`config.mk`:
```
export PLATFORM = sky130hd
export DESIGN_NAME = arbiter_seq_gen
export DESIGN_NICKNAME = d
export VERILOG_FILES = /design/src/rtl/arb_seq_pkg.sv /design/src/rtl/arb_seq_hist.sv /design/src/rtl/arbiter_seq_gen.sv
export SDC_FILE = /design/constraint.sdc
export NUM_CORES = 1
export LEC_CHECK = 0
export BUFFER_PORTS_ARGS = -buffer_cell sky130_fd_sc_hd__buf_2
export CAP_MARGIN = 20
export CORE_MARGIN = 4
export CORE_UTILIZATION = 47
export CTS_BUF_LIST = sky130_fd_sc_hd__clkbuf_16
export CTS_CLUSTER_SIZE = 40
export DETAILED_ROUTE_END_ITERATION = 10
export GPL_TIMING_DRIVEN = 0
export PLACE_DENSITY = 0.76
export SETUP_SLACK_MARGIN = 0.05
export SLEW_MARGIN = 30
export SYNTH_ARGS = -nofsm -noshare
export SYNTH_HDL_FRONTEND = slang
export SYNTH_SLANG_ARGS = --single-unit
```
`constraint.sdc`:
```
create_clock -name clk -period 2.35 [get_ports clk]
set_input_delay 0.1175 -clock clk [delete_from_list [all_inputs] [get_ports clk]]
set_output_delay 0.1175 -clock clk [all_outputs]
set_load 0.05 [all_outputs]
```
`src/rtl/arb_seq_pkg.sv`:
```
// Shared types and helpers for the arbiter channel-request sequencer.
package arb_seq_pkg;

  typedef enum logic [1:0] {
    IDLE = 2'd0,
    RUN  = 2'd1,
    DONE = 2'd2
  } state_t;

  localparam int HIST_W = 16;
  localparam logic [HIST_W-1:0] HIST_MAX = '1;

  // LSB position of entry k in a flat bus of w-bit entries.
  function automatic int unsigned entry_lsb(input logic [31:0] k, input int unsigned w);
    return k * w;
  endfunction

endpackage

```
`src/rtl/arb_seq_hist.sv`:
```
// Per-channel saturating counters of accepted channel IDs.
module arb_seq_hist
  import arb_seq_pkg::*;
#(
  parameter int NUM_CH = 4,
  parameter int CH_W   = $clog2(NUM_CH)
) (
  input  logic                     clk,
  input  logic                     rst,
  input  logic                     clr,
  input  logic                     inc,
  input  logic [CH_W-1:0]          ch,
  output logic [NUM_CH*HIST_W-1:0] counts
);

  for (genvar c = 0; c < NUM_CH; c++) begin : g_cnt
    logic [HIST_W-1:0] cnt;
    always_ff @(posedge clk) begin
      if (rst || clr)
        cnt <= '0;
      else if (inc && ch == CH_W'(c) && cnt != HIST_MAX)
        cnt <= cnt + HIST_W'(1);
    end
    assign counts[c*HIST_W +: HIST_W] = cnt;
  end

endmodule

```
`src/rtl/arbiter_seq_gen.sv`:
```
// Sequencer feeding the arbiter select port from a latched ID list.
// Define ARB_SEQ_HISTOGRAM_EN to build per-channel accepted-ID counters.
module arbiter_seq_gen
  import arb_seq_pkg::*;
#(
  parameter int NUM_CH = 4,
  parameter int DEPTH  = 64,
  localparam int CH_W  = $clog2(NUM_CH),
  localparam int LEN_W = $clog2(DEPTH + 1)
) (
  input  logic                     clk,
  input  logic                     rst,
  input  logic                     enb,
  input  logic                     init,
  input  logic [DEPTH*CH_W-1:0]    tester_input,
  input  logic [LEN_W-1:0]         seq_len,
  input  logic                     loop,
  input  logic                     arb_ready,
  output logic [CH_W-1:0]          arbiter_input,
  output logic                     arbiter_valid,
  output logic                     busy,
  output logic                     done,
  output logic [NUM_CH*HIST_W-1:0] hist_count
);

  state_t                  state, state_n;
  logic [LEN_W-1:0]        idx, idx_n, len, len_n, len_sat, idx_nx;
  logic                    loop_q, loop_n;
  logic [DEPTH*CH_W-1:0]   shadow, shadow_n;
  logic [CH_W-1:0]         ain_n;
  logic                    avld_n, done_n, xfer;

  assign xfer    = arbiter_valid && arb_ready;
  assign len_sat = (seq_len > LEN_W'(DEPTH)) ? LEN_W'(DEPTH) : seq_len;
  assign idx_nx  = idx + LEN_W'(1);
  assign busy    = (state == RUN);

  always_ff @(posedge clk) begin
    if (rst) begin
      state         <= IDLE;
      idx           <= '0;
      len           <= '0;
      loop_q        <= 1'b0;
      shadow        <= '0;
      arbiter_input <= '0;
      arbiter_valid <= 1'b0;
      done          <= 1'b0;
    end else begin
      state         <= state_n;
      idx           <= idx_n;
      len           <= len_n;
      loop_q        <= loop_n;
      shadow        <= shadow_n;
      arbiter_input <= ain_n;
      arbiter_valid <= avld_n;
      done          <= done_n;
    end
  end

  always_comb begin
    state_n  = state;
    idx_n    = idx;
    len_n    = len;
    loop_n   = loop_q;
    shadow_n = shadow;
    ain_n    = arbiter_input;
    avld_n   = arbiter_valid;
    done_n   = done;
    // With enb low nothing moves, including the done pulse.
    if (enb) begin
      done_n = 1'b0;
      if (init) begin
        shadow_n = tester_input;
        len_n    = len_sat;
        loop_n   = loop;
        idx_n    = '0;
        if (len_sat == '0) begin
          state_n = DONE;
          avld_n  = 1'b0;
          done_n  = 1'b1;
        end else begin
          state_n = RUN;
          avld_n  = 1'b1;
          ain_n   = tester_input[CH_W-1:0];
        end
      end else begin
        case (state)
          RUN: if (xfer) begin
            if (idx < len - LEN_W'(1)) begin
              idx_n = idx_nx;
              ain_n = shadow[entry_lsb(32'(idx_nx), CH_W) +: CH_W];
            end else if (loop_q) begin
              idx_n = '0;
              ain_n = shadow[CH_W-1:0];
            end else begin
              avld_n  = 1'b0;
              state_n = DONE;
              done_n  = 1'b1;
            end
          end
          DONE:    state_n = IDLE;
          default: state_n = state;
        endcase
      end
    end
  end

`ifdef ARB_SEQ_HISTOGRAM_EN
  arb_seq_hist #(.NUM_CH(NUM_CH), .CH_W(CH_W)) u_hist (
    .clk    (clk),
    .rst    (rst),
    .clr    (enb && init),
    .inc    (enb && xfer),
    .ch     (arbiter_input),
    .counts (hist_count)
  );
`else
  assign hist_count = '0;
`endif

endmodule

```
==> results of run 1 <==
Yosys cell counts (3+ instances only):
cell type | number | area [µm²]
sky130_fd_sc_hd__nand2_1 | 276 | 1036
sky130_fd_sc_hd__dfxtp_1 | 149 | 2983
sky130_fd_sc_hd__a21oi_1 | 147 | 735.7
sky130_fd_sc_hd__buf_4 | 65 | 488.0
sky130_fd_sc_hd__clkbuf_1 | 45 | 168.9
sky130_fd_sc_hd__nor2_1 | 21 | 78.83
sky130_fd_sc_hd__mux4_2 | 19 | 427.9
sky130_fd_sc_hd__mux4_1 | 13 | 341.6
sky130_fd_sc_hd__o21ai_0 | 13 | 65.06
sky130_fd_sc_hd__mux2i_1 | 11 | 110.1
sky130_fd_sc_hd__buf_2 | 10 | 50.05
sky130_fd_sc_hd__nand3b_1 | 9 | 67.56
sky130_fd_sc_hd__nor3_1 | 9 | 45.04
sky130_fd_sc_hd__ha_1 | 8 | 100.1
sky130_fd_sc_hd__mux2_2 | 6 | 67.56
sky130_fd_sc_hd__nand2b_1 | 5 | 31.28
sky130_fd_sc_hd__xnor2_1 | 5 | 43.79
sky130_fd_sc_hd__a22oi_1 | 4 | 30.03
sky130_fd_sc_hd__inv_1 | 4 | 15.01
sky130_fd_sc_hd__nand3_1 | 4 | 20.02
sky130_fd_sc_hd__o22ai_1 | 4 | 25.02
sky130_fd_sc_hd__a31oi_1 | 3 | 18.77
sky130_fd_sc_hd__o21a_1 | 3 | 22.52
sky130_fd_sc_hd__xor2_1 | 3 | 26.28
how the worst max path moves through the flow:
stage / depth (start not counted) / to / slack (ns) / from
finish: 11 / idx[6] / -0.03 / len[0]
global route: 12 / arbiter_input[1] / -0.17 / len[2]
CTS: 7 / arbiter_input[1] / 0.03 / idx[1]
detailed placement: 12 / arbiter_input[1] / -0.39 / len[0]
global placement: 12 / idx[5] / -0.33 / len[0]
floorplan: 12 / idx[5] / 0.06 / len[0]
area by class of cell:
| type | count | area [µm²] |
|---|---|---|
| Clock inverter | 15 | 112.6 |
| Timing Repair Buffer | 293 | 2213 |
| Buffer | 125 | 773.2 |
| Inverter | 4 | 15.01 |
| Fill cell | 1117 | 4493 |
| Sequential cell | 149 | 2993 |
| Clock buffer | 17 | 425.4 |
| Multi-Input combinational cell | 659 | 3941 |
| Tap cell | 188 | 235.2 |
kinds of logic (layout without fill, tap and decap cells):
family | Yosys count | after routing | synth area share (%)
adders and majority gates | 8 | 8 | 1.369
DFF | 149 | 149 | 40.78
and+or+nand+nor | 340 | 340 | 19.18
AOI/OAI and AO/OA | 189 | 189 | 14.01
xor gates and xnor gates | 9 | 9 | 1.180
other | 1 | 64 | 0.05127
buffers and inverters | 129 | 454 | 10.49
muxes | 49 | 49 | 12.95
stage by stage:
stage	area [µm²]	hold WS, ns	setup TNS [ns]
floorplan	7551	0.2535	0
global placement	8507	0.3606	-2.131
detailed placement	8507	0.3631	-2.666
CTS	10670	0.007041	0
global route	10710	0.04395	-1.337
finish	10710	0.02616	-0.03688
per-layer routing:
| layer | GRT usage, % | vias to the layer above |
|---|---|---|
| met5 | 0 | - |
| met4 | 13.86 | 0 |
| met3 | 6.046 | 78 |
| met2 | 46.88 | 355 |
| met1 | 30.69 | 3518 |
| li1 | - | 3598 |
state kept, by name, summed over array words and instances, names as in the netlist:
signal and count:
shadow 128, arbiter_input 2, done 1, loop_q 1, idx 7, state 2
arbiter_valid 1, len 7
report_power, final:
part           total (mW)  internal [mW]  switching (mW)  leakage [nW]
Clock                2.51           1.43            1.08         0.256
Combinational        1.19          0.526           0.662          3.06
Sequential           2.70           2.64          0.0623          1.22
Total                6.40           4.60            1.80          4.54
critical path, cell delays in order, from the launching register on:
cell,delay [ns]
sky130_fd_sc_hd__dfxtp_4,0.35
sky130_fd_sc_hd__buf_4,0.15
sky130_fd_sc_hd__nor3_1,0.26
sky130_fd_sc_hd__xnor2_1,0.18
sky130_fd_sc_hd__ha_1,0.27
sky130_fd_sc_hd__and4_1,0.22
sky130_fd_sc_hd__o211ai_1,0.11
sky130_fd_sc_hd__o211ai_1,0.13
sky130_fd_sc_hd__buf_4,0.17
sky130_fd_sc_hd__nor3_4,0.23
sky130_fd_sc_hd__a22oi_2,0.11
sky130_fd_sc_hd__nor2_1,0.13
timing repair:
| item | CTS | global route |
|---|---|---|
| resized for setup | 41 | 10 |
| endpoints found under the setup margin | 13 | 13 |
| pin swaps | 18 | 8 |
| hold endpoints to repair | 135 | 0 |
| cloned | 1 | 0 |
| hold buffers | 135 | 0 |
| setup buffers | 13 | 0 |
==> PnR_summary.wiki, run 1 <==
{| class="wikitable"
! Metric !! Value
|-
| Leakage || about 4.5 nW
|-
| Number of DRC markers in iteration 0 || approximately 530
|-
| Number of hold violations in the final report || 0
|-
| CTS H-tree depth || 4
|-
| Setup skew after layout || 0.009571 ns
|-
| CTS root buffer || sky130_fd_sc_hd__clkbuf_16
|-
| Number of cells on the worst hold path || 4
|-
| Leading cell types in the layout, fill and taps excluded || sky130_fd_sc_hd__nand2_1, sky130_fd_sc_hd__buf_2, sky130_fd_sc_hd__dfxtp_1
|-
| Die footprint || 0.01762 mm²
|-
| End of the worst register-to-register path || idx[6]
|-
| Half-perimeter wire length of the detailed placement result || 14,390 µm
|-
| Placeable core area || ~0.015 mm²
|-
| Sequential fraction of the synthesis area || 40.78%
|-
| Endpoint type of the worst setup path || flop
|-
| Routability Congestion || 0.8608
|-
| Average vias per placed instance || approximately 5.2
|-
| Yosys warning count || 0
|-
| Violations in the final reports || negative setup slack
|-
| Final worst slack || -0.02760 ns
|-
| Outcome || complete, but fails checks
|-
| End-of-flow core utilization || between 70% and 80%
|-
| Share of cells above drive strength 1 || 25.52%
|-
| Crit path DAT || 2.74 ns
|-
| Met2 wire length || 12,060 µm
|-
| End point of the worst hold path || arbiter_input[1]
|-
| Vias in the first global route || 7,669
|-
| Number of design rule violations left after detail routing || 0
|-
| Number of max-capacitance violations reported || 0
|-
| VDD IR-drop max || 0.6459 mV
|-
| Top routing layer in use || met4
|-
| Start of the worst register-to-register path || len[0]
|-
| Final period demand of the worst path || 2.378 ns
|-
| Post-synthesis cell count || 874
|-
| Gr usage total || between 20 and 30%
|-
| Post-synth design cell area || between 0.007 and 0.008 mm²
|-
| Worst EP required || 2.71 ns
|-
| Netlist cell types || 50
|-
| Net count of the finished layout || 1,398
|-
| Hold Crit Start || rst
|-
| Iteration count of the initial detailed-routing pass || 5
|-
| Fmax || 0.4206 GHz
|-
| Largest net degree at the start of global routing || 17
|-
| Power Total || 6.397 mW
|-
| Global-route wire length before repair || 37,860 µm
|-
| Wirelength per Cell || 16.49 µm
|-
| Area overhead of the layout relative to synthesis || 46.41%
|-
| Number of setup violations in the final report || 3
|-
| Number of max-slew violations in the final report || 0
|-
| Die Span Y || between 100 and 150 µm
|-
| Antenna diode count || 0
|-
| CTS Sinks || 149
|-
| Leftover overflow at the end of global routing || 0
|-
| Crit-path max FO || 4
|-
| Number of cell rows || 45
|-
| #FFs+latches synth || 149
|-
| Placed Cells incl. Taps || around 1,300
|-
| TritonCTS buffer count || 17
|-
| FFs w/ async S/R, synth || 0%
|-
| CTS tree || done
|-
| Avg Inst Size Synth || 8.369 µm²
|-
| Number of buffers on the longest clock path || 2
|-
| Setup slack after placement || -0.3933 ns
|-
| Via count of the routed design || 7,549
|-
| Initial core utilization || 48.12%
|-
| R2R setup slack || -0.03 ns
|-
| Worst Tran Pin Value || slightly below 0.7 ns
|-
| Worst-skew pair later-pin latency || 0.43 ns
|-
| PwrDens || roughly 600 mW/mm²
|-
| Most used DFF post-synth || sky130_fd_sc_hd__dfxtp_1
|-
| WL met3 || 1586 µm
|-
| Clk slew on worst S/H paths || 0.06 ns
|-
| Reg2reg path depth || 11
|-
| Final cell count without fillers || 1,450
|-
| Setup repair after global routing missed its margin || true
|-
| Critical path launch point type || flop
|-
| Critical Setup Path Class || flop to flop
|-
| Wirelength, routed || 23,910 µm
|-
| Part of the cycle the worst path needs || 101.2%
|-
| Most common cell after layout, fill and taps aside || sky130_fd_sc_hd__nand2_1
|-
| Count of buffers inserted at the top-level ports || 144
|-
| Antenna violations before repair || 0
|-
| Path class of the lowest-slack min-delay path || primary input to flop
|-
| Post-synth EDFFs || 0
|-
| Die Width || 132.8 µm
|-
| Slew headroom || 53.99%
|-
| Number of nets with antenna violations after detailed routing || 0
|-
| Detailed-route wire length on metal 1 || 9202 µm
|-
| Number of top-level pins || 210
|}
Note: power is estimated with default switching activity, not from simulation.
==> run 2: changes to the inputs <==
Settings changed: BUFFER_PORTS_ARGS -buffer_cell sky130_fd_sc_hd__buf_2 to -buffer_cell sky130_fd_sc_hd__clkbuf_2.
==> run 2 against run 1 <==
  * The flow still finishes with violations (negative setup slack)
  * Combinational power hardly changed
  * Non-clock buffer count stayed put
  * Total power is 4.4% higher
  * Clock power is 11% higher
  * Global-route usage hardly changed
  * Count of clock-buffer cells in the layout stayed put
  * Sequential power hardly changed
  * Sequential share of layout area is 0.19 points lower
  * Critical path type unchanged
  * Highest routed layer unchanged
==> PnR_summary.wiki, run 2 (synthesis gave the netlist of run 1 again) <==
{| class="wikitable"
! Metric !! Value
|-
| Worst Tran Pin Value || 0.7192 ns (was 0.6902 ns)
|-
| VDD IR-drop max || 0.5322 mV (was 0.6459 mV)
|-
| Worst-skew pair later-pin latency || 0.42 ns (was 0.43 ns)
|-
| Part of the cycle the worst path needs || 104.0% (was 101.2%)
|-
| Number of flip-flops in the largest register || 128 (unchanged)
|-
| CTS Sinks || 149 (unchanged)
|-
| Leftover overflow at the end of global routing || 0 (unchanged)
|-
| Setup slack after placement || -0.3975 ns (was -0.3933 ns)
|-
| Die Span Y || 132.8 µm (unchanged)
|-
| Die Width || 132.8 µm (unchanged)
|-
| Fmax || 0.4093 GHz (was 0.4206 GHz)
|-
| Outcome || complete, but fails checks (unchanged)
|-
| Vias in the first global route || 7,640 (was 7,669)
|-
| Wirelength, routed || 23,780 µm (was 23,910 µm)
|-
| Placeable core area || 0.01520 mm² (unchanged)
|-
| Number of buffers on the longest clock path || 2 (unchanged)
|-
| Number of hold violations in the final report || 0 (unchanged)
|-
| Wirelength per Cell || 16.42 µm (was 16.49 µm)
|-
| Post-place instance area || 0.008507 mm² (unchanged)
|-
| Leakage || 4.625 nW (was 4.538 nW)
|-
| Number of max-capacitance violations reported || 0 (unchanged)
|-
| Number of DRC markers in iteration 0 || 561 (was 525)
|-
| Slowest CP cell || sky130_fd_sc_hd__dfxtp_2 (was sky130_fd_sc_hd__dfxtp_4)
|-
| Global-route wire length before repair || 37,670 µm (was 37,860 µm)
|-
| Registers with the most flip-flops || shadow x128, idx x7, len x7 (unchanged)
|-
| Number of setup violations in the final report || 3 (unchanged)
|-
| Top cell family by delay on the critical path || simple AND/OR/NAND/NOR gates (unchanged)
|-
| Largest net degree at the start of global routing || 17 (unchanged)
|-
| Power Total || 6.678 mW (was 6.397 mW)
|-
| Routability Congestion || 0.8596 (was 0.8608)
|-
| Initial core utilization || 48.12% (unchanged)
|-
| Via count of the routed design || 7,609 (was 7,549)
|-
| Crit-path max FO || 4 (unchanged)
|-
| Area overhead of the layout relative to synthesis || 47.48% (was 46.41%)
|-
| Die footprint || 0.01762 mm² (unchanged)
|-
| Crit path DAT || 2.79 ns (was 2.74 ns)
|-
| Net count of the finished layout || 1,398 (unchanged)
|-
| End-of-flow core utilization || 70.96% (was 70.44%)
|-
| Antenna diode count || 0 (unchanged)
|-
| Final period demand of the worst path || 2.443 ns (was 2.378 ns)
|-
| Leading cell types in the layout, fill and taps excluded || sky130_fd_sc_hd__nand2_1, sky130_fd_sc_hd__a21oi_1, sky130_fd_sc_hd__dfxtp_1, sky130_fd_sc_hd__clkbuf_2, sky130_fd_sc_hd__dlygate4sd3_1 (was sky130_fd_sc_hd__nand2_1, sky130_fd_sc_hd__buf_2, sky130_fd_sc_hd__dfxtp_1)
|-
| Count of buffers inserted at the top-level ports || 144 (unchanged)
|-
| Share of cells above drive strength 1 || 25.79% (was 25.52%)
|-
| TritonCTS buffer count || 17 (unchanged)
|-
| Critical path launch point type || flop (unchanged)
|-
| Worst path max stage delay || 0.35 ns (about the same)
|-
| Register ranked first by flip-flop count || shadow (unchanged)
|-
| Endpoint type of the worst setup path || flop (unchanged)
|-
| Gr usage total || 26.82% (about the same)
|-
| Path class of the lowest-slack min-delay path || primary input to flop (unchanged)
|-
| Number of nets with antenna violations after detailed routing || 0 (unchanged)
|-
| CTS root buffer || sky130_fd_sc_hd__clkbuf_16 (unchanged)
|-
| Clk slew on worst S/H paths || 0.06 ns (about the same)
|-
| CTS H-tree depth || 4 (unchanged)
|-
| Violations in the final reports || negative setup slack (unchanged)
|-
| Buffer and inverter count on the worst path || 2 (unchanged)
|-
| Half-perimeter wire length of the detailed placement result || 14,480 µm (was 14,390 µm)
|-
| Cell area after layout || 0.01079 mm² (was 0.01071 mm²)
|-
| PwrDens || 619.1 mW/mm² (was 597.4 mW/mm²)
|-
| Placed Cells incl. Taps || 1,269 (unchanged)
|-
| Worst EP required || 2.70 ns (was 2.71 ns)
|-
| List of cells traversed by the critical path || inv_2 -> ha_4 -> nand2_4 -> buf_4 -> xor2_1 -> ha_1 -> and4_1 -> o21a_1 -> nand2b_4 -> nor3_4 -> o2111ai_4 -> a31oi_1 (was buf_4 -> nor3_1 -> xnor2_1 -> ha_1 -> and4_1 -> o211ai_1 -> o211ai_1 -> buf_4 -> nor3_4 -> a22oi_2 -> nor2_1)
|-
| Average vias per placed instance || 5.255 (was 5.206)
|-
| Iteration count of the initial detailed-routing pass || 5 (unchanged)
|-
| Setup skew after layout || 0.01139 ns (was 0.009571 ns)
|-
| Setup repair after global routing missed its margin || true (unchanged)
|-
| Number of top-level pins || 210 (unchanged)
|-
| Antenna violations before repair || 0 (unchanged)
|-
| R2R setup slack || -0.09 ns (was -0.03 ns)
|-
| Most common cell after layout, fill and taps aside || sky130_fd_sc_hd__nand2_1 (unchanged)
|-
| Final cell count without fillers || 1,448 (was 1,450)
|-
| Number of design rule violations left after detail routing || 0 (unchanged)
|-
| Number of cell rows || 45 (unchanged)
|-
| Final worst slack || -0.09349 ns (was -0.02760 ns)
|-
| Number of max-slew violations in the final report || 0 (unchanged)
|-
| Slew headroom || 52.05% (was 53.99%)
|-
| Critical Setup Path Class || flop to flop (unchanged)
|-
| CTS tree || done (unchanged)
|}
[run 2: cell count changes in the layout (fill, tap and decap cells not counted), sizes merged]
| cell | delta |
|---|---|
| clkbuf | +144 |
| dlygate4sd3 | -1 |
| buf | -143 |
| inv | +2 |
| clkinv | -3 |
| bufinv | +3 |
| clkinvlp | -4 |
[run 2: repair_timing]
action,4_1_cts,5_1_grt
pin swaps,16,18
gates cloned,1,0
setup buffers,13,1
hold endpoints to repair,134,0
resized for setup,44,18
endpoints found under the setup margin,13,13
hold buffers,134,0
[run 2: layout make-up]
type	instances	area (µm²)
plain buffers	125	769.5
flip-flops and latches	149	2994
fillers	1095	4414
clock buffers	17	425.4
clock inverters	13	168.9
well taps	188	235.2
inverters	4	17.52
repair buffers	293	2215
multi-input cells	659	3963
[run 2: report_power, final]
group	leakage, nW	switching, mW	internal [mW]	total [mW]
combinational	3.10	0.667	0.526	1.19
clock	0.307	1.04	1.75	2.79
sequential	1.22	0.0615	2.64	2.70
[run 2: path summary, 6_finish.rpt]
check | start | end | depth (start not counted)
max | len[1] | arbiter_input[0] | 12
min | seq_len[4] | len[4] | 3
max reg2reg | len[1] | arbiter_input[0] | 12
min reg2reg | shadow[92] | shadow[92] | 2
[run 2: stage by stage]
stage,hold slack [ns],setup TNS [ns]
after floorplan,0.2535,0
after global placement,0.3437,-2.125
after detailed placement,0.3453,-2.850
after CTS,0.001158,-0.01573
after global routing,0.06011,-1.049
final,0.02091,-0.2111
[run 2: layer usage]
| layer | track usage, % | vias to the layer above | part of all wire [%] |
|---|---|---|---|
| met5 | 0 | - | 0 |
| met4 | 15.70 | 0 | 5.1 |
| met3 | 5.285 | 97 | 7.4 |
| met2 | 46.94 | 412 | 51 |
| met1 | 30.34 | 3502 | 37 |
| li1 | - | 3598 | - |
[run 2: worst register-to-register path, cell delays in order (launching register included)]
cell,delay [ns]
sky130_fd_sc_hd__dfxtp_2,0.35
sky130_fd_sc_hd__inv_2,0.05
sky130_fd_sc_hd__ha_4,0.16
sky130_fd_sc_hd__nand2_4,0.06
sky130_fd_sc_hd__buf_4,0.11
sky130_fd_sc_hd__xor2_1,0.21
sky130_fd_sc_hd__ha_1,0.30
sky130_fd_sc_hd__and4_1,0.20
sky130_fd_sc_hd__o21a_1,0.13
sky130_fd_sc_hd__nand2b_4,0.19
sky130_fd_sc_hd__nor3_4,0.26
sky130_fd_sc_hd__o2111ai_4,0.16
sky130_fd_sc_hd__a31oi_1,0.19
